### src/rtl/hawk_seq_param.sv
// Pedestrian-crossing lamp sequencer (HAWK beacon) with tick prescaler, blink and preemption.
// Outputs are combinational from the registered state; transitions take one clock; no backpressure.
module hawk_seq_param #(
  parameter int TICK_DIV = 4,
  parameter int CNT_W    = 8,
  parameter int N_PB     = 2,
  parameter int T_FY     = 3,
  parameter int T_SY     = 4,
  parameter int T_WALK   = 7,
  parameter int T_FDW    = 10,
  parameter int T_GAP    = 20,
  parameter int BLINK    = 1
) (
  input  logic             clk,
  input  logic             reset,
  input  logic [N_PB-1:0]  pb,
  input  logic             preempt,
  output logic             YL,
  output logic             RL_L,
  output logic             RL_R,
  output logic             W,
  output logic             DNW,
  output logic             req_pending,
  output logic [CNT_W-1:0] countdown,
  output logic [2:0]       present_state,
  output logic [2:0]       next_state
);

  localparam int PW = (TICK_DIV > 1) ? $clog2(TICK_DIV) : 1;
  localparam int BW = (BLINK > 1) ? $clog2(BLINK) : 1;

  typedef enum logic [2:0] {
    S_DARK     = 3'd0,
    S_FLASH_Y  = 3'd1,
    S_STEADY_Y = 3'd2,
    S_RED_WALK = 3'd3,
    S_FDW      = 3'd4,
    S_GAP      = 3'd5
  } state_e;

  // Held as a plain vector so the unused codes 6-7 remain representable.
  logic [2:0]       state_q, state_d;
  logic [PW-1:0]    presc_q, presc_d;
  logic [CNT_W-1:0] timer_q, timer_d;
  logic [BW-1:0]    bcnt_q, bcnt_d;
  logic             blink_q, blink_d;
  logic             req_q, req_d;

  logic             tick;
  logic             expired;
  logic             changing;
  logic [CNT_W-1:0] phase_len;

  always_comb begin
    phase_len = '0;
    case (state_q)
      S_FLASH_Y:  phase_len = CNT_W'(T_FY);
      S_STEADY_Y: phase_len = CNT_W'(T_SY);
      S_RED_WALK: phase_len = CNT_W'(T_WALK);
      S_FDW:      phase_len = CNT_W'(T_FDW);
      S_GAP:      phase_len = CNT_W'(T_GAP);
      default:    phase_len = '0;
    endcase
  end

  assign tick    = (presc_q == PW'(TICK_DIV - 1));
  assign expired = tick && (timer_q == phase_len - CNT_W'(1));

  always_comb begin
    state_d = state_q;
    case (state_q)
      S_DARK: begin
        if (req_q && !preempt) state_d = S_FLASH_Y;
      end
      S_FLASH_Y: begin
        if (preempt)      state_d = S_DARK;
        else if (expired) state_d = S_STEADY_Y;
      end
      S_STEADY_Y: begin
        if (preempt)      state_d = S_DARK;
        else if (expired) state_d = S_RED_WALK;
      end
      // Preemption may shorten WALK but never the flashing clearance after it.
      S_RED_WALK: begin
        if (preempt || expired) state_d = S_FDW;
      end
      S_FDW: begin
        if (expired) state_d = S_GAP;
      end
      S_GAP: begin
        if (expired) state_d = S_DARK;
      end
      default: state_d = S_DARK;
    endcase
  end

  assign changing = (state_d != state_q);

  always_comb begin
    presc_d = presc_q + PW'(1);
    timer_d = timer_q;
    bcnt_d  = bcnt_q;
    blink_d = blink_q;
    if (changing) begin
      presc_d = '0;
      timer_d = '0;
      bcnt_d  = '0;
      blink_d = 1'b1;
    end else if (tick) begin
      presc_d = '0;
      timer_d = timer_q + CNT_W'(1);
      if (bcnt_q == BW'(BLINK - 1)) begin
        bcnt_d  = '0;
        blink_d = ~blink_q;
      end else begin
        bcnt_d = bcnt_q + BW'(1);
      end
    end
  end

  always_comb begin
    req_d = req_q;
    if ((|pb) && (state_q == S_DARK || state_q == S_GAP)) req_d = 1'b1;
    if (preempt && (state_q == S_FLASH_Y || state_q == S_STEADY_Y)) req_d = 1'b1;
    // Entering the flashing phase consumes the request, even against a same-cycle set.
    if (state_d == S_FLASH_Y && state_q != S_FLASH_Y) req_d = 1'b0;
  end

  always_ff @(posedge clk) begin
    if (!reset) begin
      state_q <= S_DARK;
      presc_q <= '0;
      timer_q <= '0;
      bcnt_q  <= '0;
      blink_q <= 1'b1;
      req_q   <= 1'b0;
    end else begin
      state_q <= state_d;
      presc_q <= presc_d;
      timer_q <= timer_d;
      bcnt_q  <= bcnt_d;
      blink_q <= blink_d;
      req_q   <= req_d;
    end
  end

  always_comb begin
    YL        = 1'b0;
    RL_L      = 1'b0;
    RL_R      = 1'b0;
    W         = 1'b0;
    DNW       = 1'b1;
    countdown = '0;
    case (state_q)
      S_FLASH_Y:  YL = blink_q;
      S_STEADY_Y: YL = 1'b1;
      S_RED_WALK: begin
        RL_L      = 1'b1;
        RL_R      = 1'b1;
        W         = 1'b1;
        DNW       = 1'b0;
        countdown = phase_len - timer_q;
      end
      S_FDW: begin
        RL_L      = blink_q;
        RL_R      = ~blink_q;
        DNW       = blink_q;
        countdown = phase_len - timer_q;
      end
      default: ;
    endcase
  end

  assign req_pending   = req_q;
  assign present_state = state_q;
  assign next_state    = state_d;

  a_walk_excl: assert property (@(posedge clk) !(W && DNW));
  a_walk_only: assert property (@(posedge clk) W |-> (state_q == S_RED_WALK));

endmodule

### config.mk
export PLATFORM = sky130hd
export DESIGN_NAME = hawk_seq_param
export DESIGN_NICKNAME = d
export VERILOG_FILES = /design/src/rtl/hawk_seq_param.sv
export SDC_FILE = /design/constraint.sdc
export NUM_CORES = 1
export LEC_CHECK = 0
export BUFFER_PORTS_ARGS = -buffer_cell sky130_fd_sc_hd__buf_2
export CORE_ASPECT_RATIO = 0.9
export CORE_UTILIZATION = 45
export CTS_BUF_LIST = sky130_fd_sc_hd__clkbuf_4 sky130_fd_sc_hd__clkbuf_8
export CTS_CLUSTER_DIAMETER = 120
export DETAILED_ROUTE_END_ITERATION = 10
export GPL_TIMING_DRIVEN = 0
export HOLD_SLACK_MARGIN = 0.1
export PLACE_DENSITY = 0.66
export SLEW_MARGIN = 20
export SYNTH_ARGS = -nofsm -noshare
export SYNTH_HDL_FRONTEND = slang
export SYNTH_SLANG_ARGS = --single-unit
### constraint.sdc
create_clock -name clk -period 7.44 [get_ports clk]
set_input_delay 0.744 -clock clk [delete_from_list [all_inputs] [get_ports clk]]
set_output_delay 0.744 -clock clk [all_outputs]
set_load 0.1 [all_outputs]
Word-level counts from Yosys, hierarchy flattened
Cells that the tools add are included.

cells by class
  $add $sub $neg = 5
  multiply operators = 0
  divide/modulo/power cells = 0
  $lt $le $gt $ge = 0
  eq/ne operators = 10
  shift operators = 0
  mux-type cells = 19
  bitwise logic cells = 3
  reductions and logical operators = 17

operators with widths
  cell                                                                      count
  5-bit case mux with 5 select lines                                        1
  3-bit two-way mux                                                         8
  3-bit case mux with 6 select lines                                        1
  8-bit by 1-bit adder with 8-bit output (second input constant)            1
  8-bit equality test                                                       1
  8-bit two-way mux                                                         1
  1-bit case mux with 2 select lines                                        4
  2-bit OR reduction                                                        4
  8-bit by 1-bit subtractor with 8-bit output (second input constant)       1
  8-bit subtractor                                                          1
  3-bit by 1-bit equality test with 1-bit output (second input constant)    2
  3-bit by 2-bit equality test with 1-bit output (second input constant)    2
  3-bit equality test (second input constant)                               2
  1-bit logical AND                                                         5
  1-bit two-way mux                                                         4
  3-bit logical NOT                                                         1
  1-bit logical OR                                                          3
  3-bit by 1-bit inequality test with 1-bit output (second input constant)  1
  3-bit inequality test                                                     1
  1-bit NOT                                                                 3
  3-bit OR reduction                                                        1
  2-bit by 1-bit adder with 2-bit output (second input constant)            1
  2-bit equality test (second input constant)                               1
  2-bit AND reduction                                                       1
  other kinds (3)                                                           3

storage, ports and cells
  register bits after elaboration = 16
  bits in latches = 0
  bits in writable memories = 0
  bits in read-only memories = 0
  bits of input ports = 5
  output and inout port bits = 20
  word-level logic and storage cells = 60
  memories kept = 0

Logic depth before layout (Yosys ltp)
Gate-level depths: netlist of run 1.

  word-level depth = 11
  depth in mapped cells = 14
  gate-level depth less buffers = 13

Worst setup path before layout of run 1
Ideal clock, no wire load.

  path kind = register -> output
  from = register state_q[1], in the netlist present_state[1]
  to = output next_state[2]
  arrival time = 6.471 ns
  data required time = 6.696 ns
  path slack = 0.225 ns
  stages on the path, launching flop included = 13
  buffers on the path = 1
  cells stage by stage = dfxtp_1 > buf_2 > inv_1 > ha_1 > nand2b_1 > nor3_1 > a21oi_1 > ha_1 > xnor2_1 > nor4b_1 > nand4_2 > o21a_1 > nor4b_1

on the way
  word-level cells in the longest chain between the ends = 8
  elaborated cells between the ends (all ways) = 19
  those cells by class = add/sub: 1; eq/ne: 6; mux: 9; reduce/logical: 3

ends and longest elaborated chain
  what                                               line        RTL
  start, declared                                    42          logic [2:0] state_q, state_d;
  start signal, assigned                             138         state_q <= state_d;
  3-bit equality test, or another cell as far along  56, 71
  5-bit case mux with 5 select lines                 56          case (state_q)
  8-bit by 1-bit subtractor with 8-bit output        67          assign expired = tick && (timer_q == phase_len - CNT_W'(1));
  8-bit equality test                                67
  1-bit logical AND                                  67
  3-bit two-way mux, or another cell as far along    81          else if (expired) state_d = S_RED_WALK;
  3-bit two-way mux (on tied branches)               80, 76, 85
  3-bit case mux with 6 select lines (*)             71          case (state_q)
  end, declared                                      26          output logic [2:0] next_state

Mark *: on every way between the ends. The rest lies on a longest branch, timed or not.

Worst setup path after layout of run 1
Same ends and word-level chain as after synthesis.

==> metrics.md, run 1 <==
| Metric | Value |
|---|---|
| Slew Viols, Final | 0 |
| Row count | 19 |
| Reg-to-reg setup timing slack | 3960 ps |
| Worst-path fanout max | 10 |
| Number of global-route vias before repair | ~1200 |
| GRT busiest layer | met1 |
| Worst skew pair latency | 290 ps |
| Worst vdd rail ir drop | 83.8 uV |
| Vias post-DR | 1440 |
| Unrepaired setup endpoints after global routing | false |
| M2 GR Usage | 29.3% |
| DR iter-0 viols | 70 |
| Syn_area_per_cell | 7.30 sq um |
| Clk sinks | 15 |
| Share of cells above drive strength 1 | 16.8% |
| Die height | 55.8 um |
| First-pass GRT wire length | 5460 um |
| Total GRT Usage | 20.7% |
| Maxcap violations | 0 |
| Hold Crit Start | presc_q[0] |
| Reg2Reg Depth | 13 |
| Area delta synth->final | 14.0% |
| Worst-path clk slew | 100 ps |
| Largest net degree at the start of global routing | 12 |
| Initial core utilization | 47.1% |
| Die X | 61.7 um |
| Slew @ Worst Pin | around 520 ps |
| CTS max path bufs | 2 |
| Grt ovf | 0 |
| Dpl cells | 264 |
| Reg-to-reg startpoint | present_state[1] |
| Post-synth EDFFs | 0 |
| Layout Cells excl Fill | roughly 270 |
| H-Tree Level Count | 1 |
| Filler Cell Count | 300 |
| CTS resizes | 0 |
| Core Util, Final | 53.7% |
| FMAX | 208 MHz |
| Hold_buf cts | 0 |
| Setup-failing EPs final | 0 |
| Hold path endpoint | presc_q[0] |
| GP Congestion | 0.850 |
| Setup TNS | 0 ps |
| Initial antenna violation count | 0 |
| Synth top area cells | dfxtp_1, ha_1, xnor2_1, nor2_1, a21oi_1 |
| Pwr/cell area | 109 nW/um^2 |
| Synth warnings | 0 |
| Core area | 3070 sq um |
| Via-to-Cell Ratio | 5.37 |
| Post-DP HPWL | 2540 um |
| Nets | roughly 250 |
| Seq/Total Area, Yosys | about a fifth |
| Synth Net Count | 216 |
| Cell count after synthesis | 198 |
| CP Class | reg2out |
| Cell variety after synth | 41 |
| Io pins | 25 |
| CTS Buf Count | 3 |
| Port buffer count | 24 |
| WHS | 435 ps |
| Cell taking the most area after synthesis | dfxtp_1 |
| Post-synthesis register bit count | 15 |
| LEAKAGE | 0.718 nW |
| First-pass iteration count of the detailed router | 4 |
| Arrival time at the worst endpoint | 4060 ps |
| Worst hold path class | reg2reg |
| Slew HR | between 60 and 70% |
| Hold Path Cell Cnt | 1 |
| # diodes | 0 |
| Cell area after placement | roughly 1600 sq um |
| Final hold vios | 0 |
| Fin crit share | 64.6% |
| Worst r2r dst | presc_q[1] |
| Critical Path RT | about 6700 ps |
| Post-route cell area | ~1600 sq um |
| Post-CTS setup buffers | 0 |
| Met3 Track Usage GR | 2.33% |
| CTS tree | done |
| FFs w/ async S/R, synth | 0% |
| Wire per inst | 12.1 um |
| Crit. End Element | output pin |
| Top cell type's share of synthesized area | between 20% and 30% |
| Remaining DRCs | 0 |
| GR Util met1 | between 30% and 40% |
| CTS Root Cell | clkbuf_4 |
| Tmin final | 4810 ps |
| WL final | 3240 um |
| Die ar. | 3440 sq um |
| Crit path launch type | register |
| Worst Clk Skew | 2.64 ps |
| Most used DFF post-synth | dfxtp_1 |
| ANT nets after route | 0 |
| Outcome | finished, final reports clean |
| Synthesized area | 1450 sq um |
## report_power, final
group          leakage [nW]  internal (W)  switching, W
clock                0.0139     0.0000204     0.0000294
combinational         0.582     0.0000147     0.0000298
sequential            0.122     0.0000831    0.00000259
## flip-flops by register name, summed over array words and instances (netlist names)
signal / flops
timer_q: 8
presc_q: 2
present_state: 3
blink_q: 1
req_pending: 1
## Yosys cell counts (2+ instances only)
| cell | instances |
|---|---|
| a211o_1 | 3 |
| a21oi_1 | 14 |
| and3_1 | 5 |
| buf_2 | 3 |
| clkbuf_1 | 4 |
| dfxtp_1 | 15 |
| ha_1 | 12 |
| inv_1 | 15 |
| mux2i_1 | 5 |
| nand2_1 | 15 |
| nand2b_1 | 3 |
| nand3_1 | 5 |
| nand4_1 | 4 |
| nor2_1 | 21 |
| nor2b_1 | 7 |
| nor3_1 | 14 |
| nor4_1 | 2 |
| nor4b_1 | 3 |
| o21a_1 | 3 |
| o21ai_0 | 9 |
| or3_1 | 3 |
| xnor2_1 | 10 |
| xor2_1 | 5 |
## critical path: stages (launching register included)
cell and delay, ps:
dfxtp_1 390, buf_2 220, inv_1 160, ha_1 380, nand2b_1 200, nor3_1 250, a21oi_1 110, ha_1 310
xnor2_1 130, nor4b_1 330, nand4_2 260, o21a_1 260, nor4b_1 290, buf_2 490
## layout by cell type (no fill, tap or decap), types with 2 or more instances in the layout
cell,netlist,final
nor4_1,2,2
a211o_1,3,3
nor2_1,21,21
o21a_1,3,3
inv_1,15,15
nor2b_1,7,7
nand3_1,5,5
nand2_1,15,15
nor4b_1,3,3
xnor2_1,10,10
clkbuf_4,0,3
ha_1,12,12
a21oi_1,14,14
dfxtp_1,15,15
nand2b_1,3,3
buf_2,3,27
xor2_1,5,5
nand4_1,4,4
and3_1,5,5
o21ai_0,9,9
nor3_1,14,14
clkbuf_1,4,4
or3_1,3,3
mux2i_1,5,5
## cells by family after synthesis
| kind of cell | Yosys count | synth area share (%) |
|---|---|---|
| and+or+nand+nor | 89 | 32.7 |
| AOI/OAI and AO/OA | 36 | 15.2 |
| buffers and inverters | 25 | 7.01 |
| xor gates and xnor gates | 15 | 9.09 |
| DFF | 15 | 20.8 |
| adders and majority gates | 13 | 11.8 |
| muxes | 5 | 3.46 |
## cell type report
| class | count | area (sq um) | area share (%) |
|---|---|---|---|
| Multi-Input combinational cell | 158 | 1040 | 63.3 |
| Sequential cell | 15 | 300 | 18.2 |
| Timing Repair Buffer | 24 | 120 | 7.29 |
| Inverter | 16 | 60.1 | 3.64 |
| Tap cell | 42 | 52.6 | 3.19 |
| Buffer | 9 | 41.3 | 2.51 |
| Clock buffer | 3 | 22.5 | 1.37 |
| Clock inverter | 1 | 7.51 | 0.456 |
## through the flow
step           total power [W]  setup WS (ps)
4_1_cts               0.000182           2650
3_5_place_dp          0.000132           2980
5_1_grt               0.000188           2310
2_1_floorplan         0.000124            225
6_report              0.000180           2630
3_3_place_gp          0.000132           2950
## routing by layer
layer  routed length (um)  vias to the layer above
li1                     -                      744
met1                 1710                      652
met2                 1360                       40
met3                  148                        4
met4                   28                        0
met5                    0                        -
## how the worst max path moves through the flow
stage | startpoint | endpoint | cells after the start
floorplan | present_state[1] | next_state[2] | 12
finish | present_state[1] | next_state[2] | 13
CTS | present_state[1] | next_state[2] | 13
global route | present_state[1] | next_state[2] | 13
detailed placement | present_state[1] | next_state[2] | 13
global placement | present_state[1] | next_state[2] | 13
No activity file was read; power rests on OpenSTA's default activity.
==> run 2: changes to the inputs <==
==> constraint.sdc (replaced) <==
create_clock -name clk -period 4.81 [get_ports clk]
set_input_delay 0.481 -clock clk [delete_from_list [all_inputs] [get_ports clk]]
set_output_delay 0.481 -clock clk [all_outputs]
set_load 0.1 [all_outputs]
==> run 2 against run 1 <==
Core utilization up 2.3 points. Critical path depth up 2. Combinational power up 62%. Global-route usage up 0.45 points. Via count up 1.2%. Sequential share of layout area down 0.76 points. Clock skew up 3.7 ps. First-iteration DRC count down 1.4%. Sequential power up 54%. Setup slack worse by 2300 ps. Critical endpoint is now countdown[7].
==> metrics.md, run 2 (synthesis results as in run 1) <==
| Metric | Value |
|---|---|
| Crit. Startpoint | present_state[1] |
| Most flops, register | timer_q |
| WHS | 439 ps |
| # diodes | 0 |
| Worst-path fanout max | 10 |
| Worst skew pair latency | 290 ps |
| First-pass iteration count of the detailed router | 4 |
| Largest net degree at the start of global routing | 12 |
| Initial core utilization | approximately 47% |
| Slew Viols, Final | 0 |
| Crit path launch type | register |
| Port buffer count | 24 |
| Reg-to-reg startpoint | present_state[1] |
| Critical Path RT | roughly 4300 ps |
| NetSw | about 0.000094 W |
| Overall Power | between 0.0002 and 0.0003 W |
| CTS max path bufs | 2 |
| Initial antenna violation count | 0 |
| Dpl ws | roughly 530 ps |
| WL final | approximately 3400 um |
| Number of flip-flops in the largest register | 8 |
| Post-DP HPWL | around 2700 um |
| CTS tree | done |
| Internal power | about 0.00018 W |
| CTS Root Cell | clkbuf_4 |
| FMAX | ~220 MHz |
| Crit. End Element | output pin |
| Row count | 19 |
| Worst r2r dst | present_state[2] |
| Core area | 3070 sq um |
| Area delta synth->final | 19.0% |
| Worst Clk Skew | 6.36 ps |
| Io pins | 25 |
| Unrepaired setup endpoints after global routing | false |
| Maxcap violations | 0 |
| Pwr/cell area | 161 nW/um^2 |
| Total GRT Usage | 21.2% |
| Worst vdd rail ir drop | 124 uV |
| Reg2Reg Depth | 12 |
| Arrival time at the worst endpoint | just over 4000 ps |
| Critical Path End | countdown[7] |
| Post-route cell area | around 1700 sq um |
| Outcome | finished, final reports clean |
| Clk network pwr share | 26.3% |
| Worst-path clk slew | roughly 100 ps |
| Most frequent cells in the layout | buf_2, nor2_1, inv_1, nand2_1, dfxtp_1 |
| GP Congestion | 0.906 |
| Sequential Power Share | around 48% |
| ANT nets after route | 0 |
| Sw Ratio | about a third |
| Final hold vios | 0 |
| Slew @ Worst Pin | 676 ps |
| Vias post-DR | roughly 1500 |
| CP Class | reg2out |
| First-pass GRT wire length | 5640 um |
| Nets | between 200 and 250 |
| Fin crit share | 93.7% |
| Reg-to-reg setup timing slack | about 1300 ps |
| Wire per inst | 12.6 um |
| Commonest non-fill, non-tap cell in the layout | buf_2 |
| DR iter-0 viols | 69 |
| Cell area after placement | 1690 sq um |
| Number of global-route vias before repair | approximately 1300 |
| Hold_buf cts | 0 |
| Tmin final | between 4000 and 5000 ps |
| Die height | 55.8 um |
| CTS Buf Count | 3 |
| Worst hold path class | reg2reg |
| Die X | just over 60 um |
| Worst setup margin | ~300 ps |
| Share of cells above drive strength 1 | about a fifth |
| Remaining DRCs | 0 |
| LEAKAGE | 0.729 nW |
| Grt ovf | 0 |
| Via-to-Cell Ratio | 5.44 |
| Clk sinks | 15 |
| Setup-failing EPs final | 0 |
| Combinational share of power | 25.9% |
| H-Tree Level Count | 1 |
| Die ar. | 3440 sq um |
| Slew HR | between 50% and 60% |
[run 2: worst max-delay path, stage by stage (launching register included)]
cell      delay [ps]
dfxtp_1          400
buf_2            230
inv_1            170
ha_1             380
nand2b_1         200
nor3_1           230
a21oi_1          100
inv_1            110
ha_1             230
nor2b_1          130
o21ai_0          190
a21oi_1          130
o21a_1           200
o21ai_0          340
mux2i_4          280
buf_2            440
[run 2: what timing repair did]
action / CTS / global route
buffers inserted: 0 / 0
resized for setup: 0 / 1
endpoints found under the setup margin: 0 / 1
[run 2: how the worst min path moves through the flow]
stage	slack (ps)	endpoint	from	depth (start not counted)
2_1_floorplan	410	presc_q[0]	presc_q[0]	1
3_3_place_gp	410	presc_q[0]	presc_q[0]	1
3_5_place_dp	430	presc_q[0]	presc_q[0]	1
4_1_cts	450	presc_q[0]	presc_q[0]	1
5_1_grt	450	req_pending	reset	2
6_report	440	presc_q[0]	presc_q[0]	1
[run 2: layout make-up]
cell class              instances  area, sq um
inverters                      16         60.1
clock buffers                   3         22.5
well taps                      42         52.6
fillers                       308         1350
multi-input cells             158         1110
plain buffers                   9         41.3
repair buffers                 24          123
clock inverters                 1         5.00
flip-flops and latches         15          300
[run 2: power groups by stage]
stage	combinational (W)	clock (W)	sequential, W
after global placement	0.0000702	0	0.000135
final	0.0000719	0.0000729	0.000132
after global routing	0.0000783	0.0000822	0.000133
after CTS	0.0000722	0.0000767	0.000133
after detailed placement	0.0000719	0	0.000135
after floorplan	0.0000495	0	0.000145
[run 2: stage by stage]
| stage | TNS, ps | instances | util (%) |
|---|---|---|---|
| 6_report | 0 | 268 | 56.1 |
| 3_3_place_gp | 0 | 264 | 55.1 |
| 5_1_grt | 0 | 268 | 56.1 |
| 3_5_place_dp | 0 | 264 | 55.1 |
| 2_1_floorplan | -127 | 198 | - |
| 4_1_cts | 0 | 268 | 56.0 |
[run 2: per-layer routing]
metal	routed length, um	up-vias	global-route usage, %
li1	-	738	-
met1	1600	668	31.5
met2	1520	45	32.3
met3	206	6	2.33
met4	46	0	5.08
met5	0	-	0
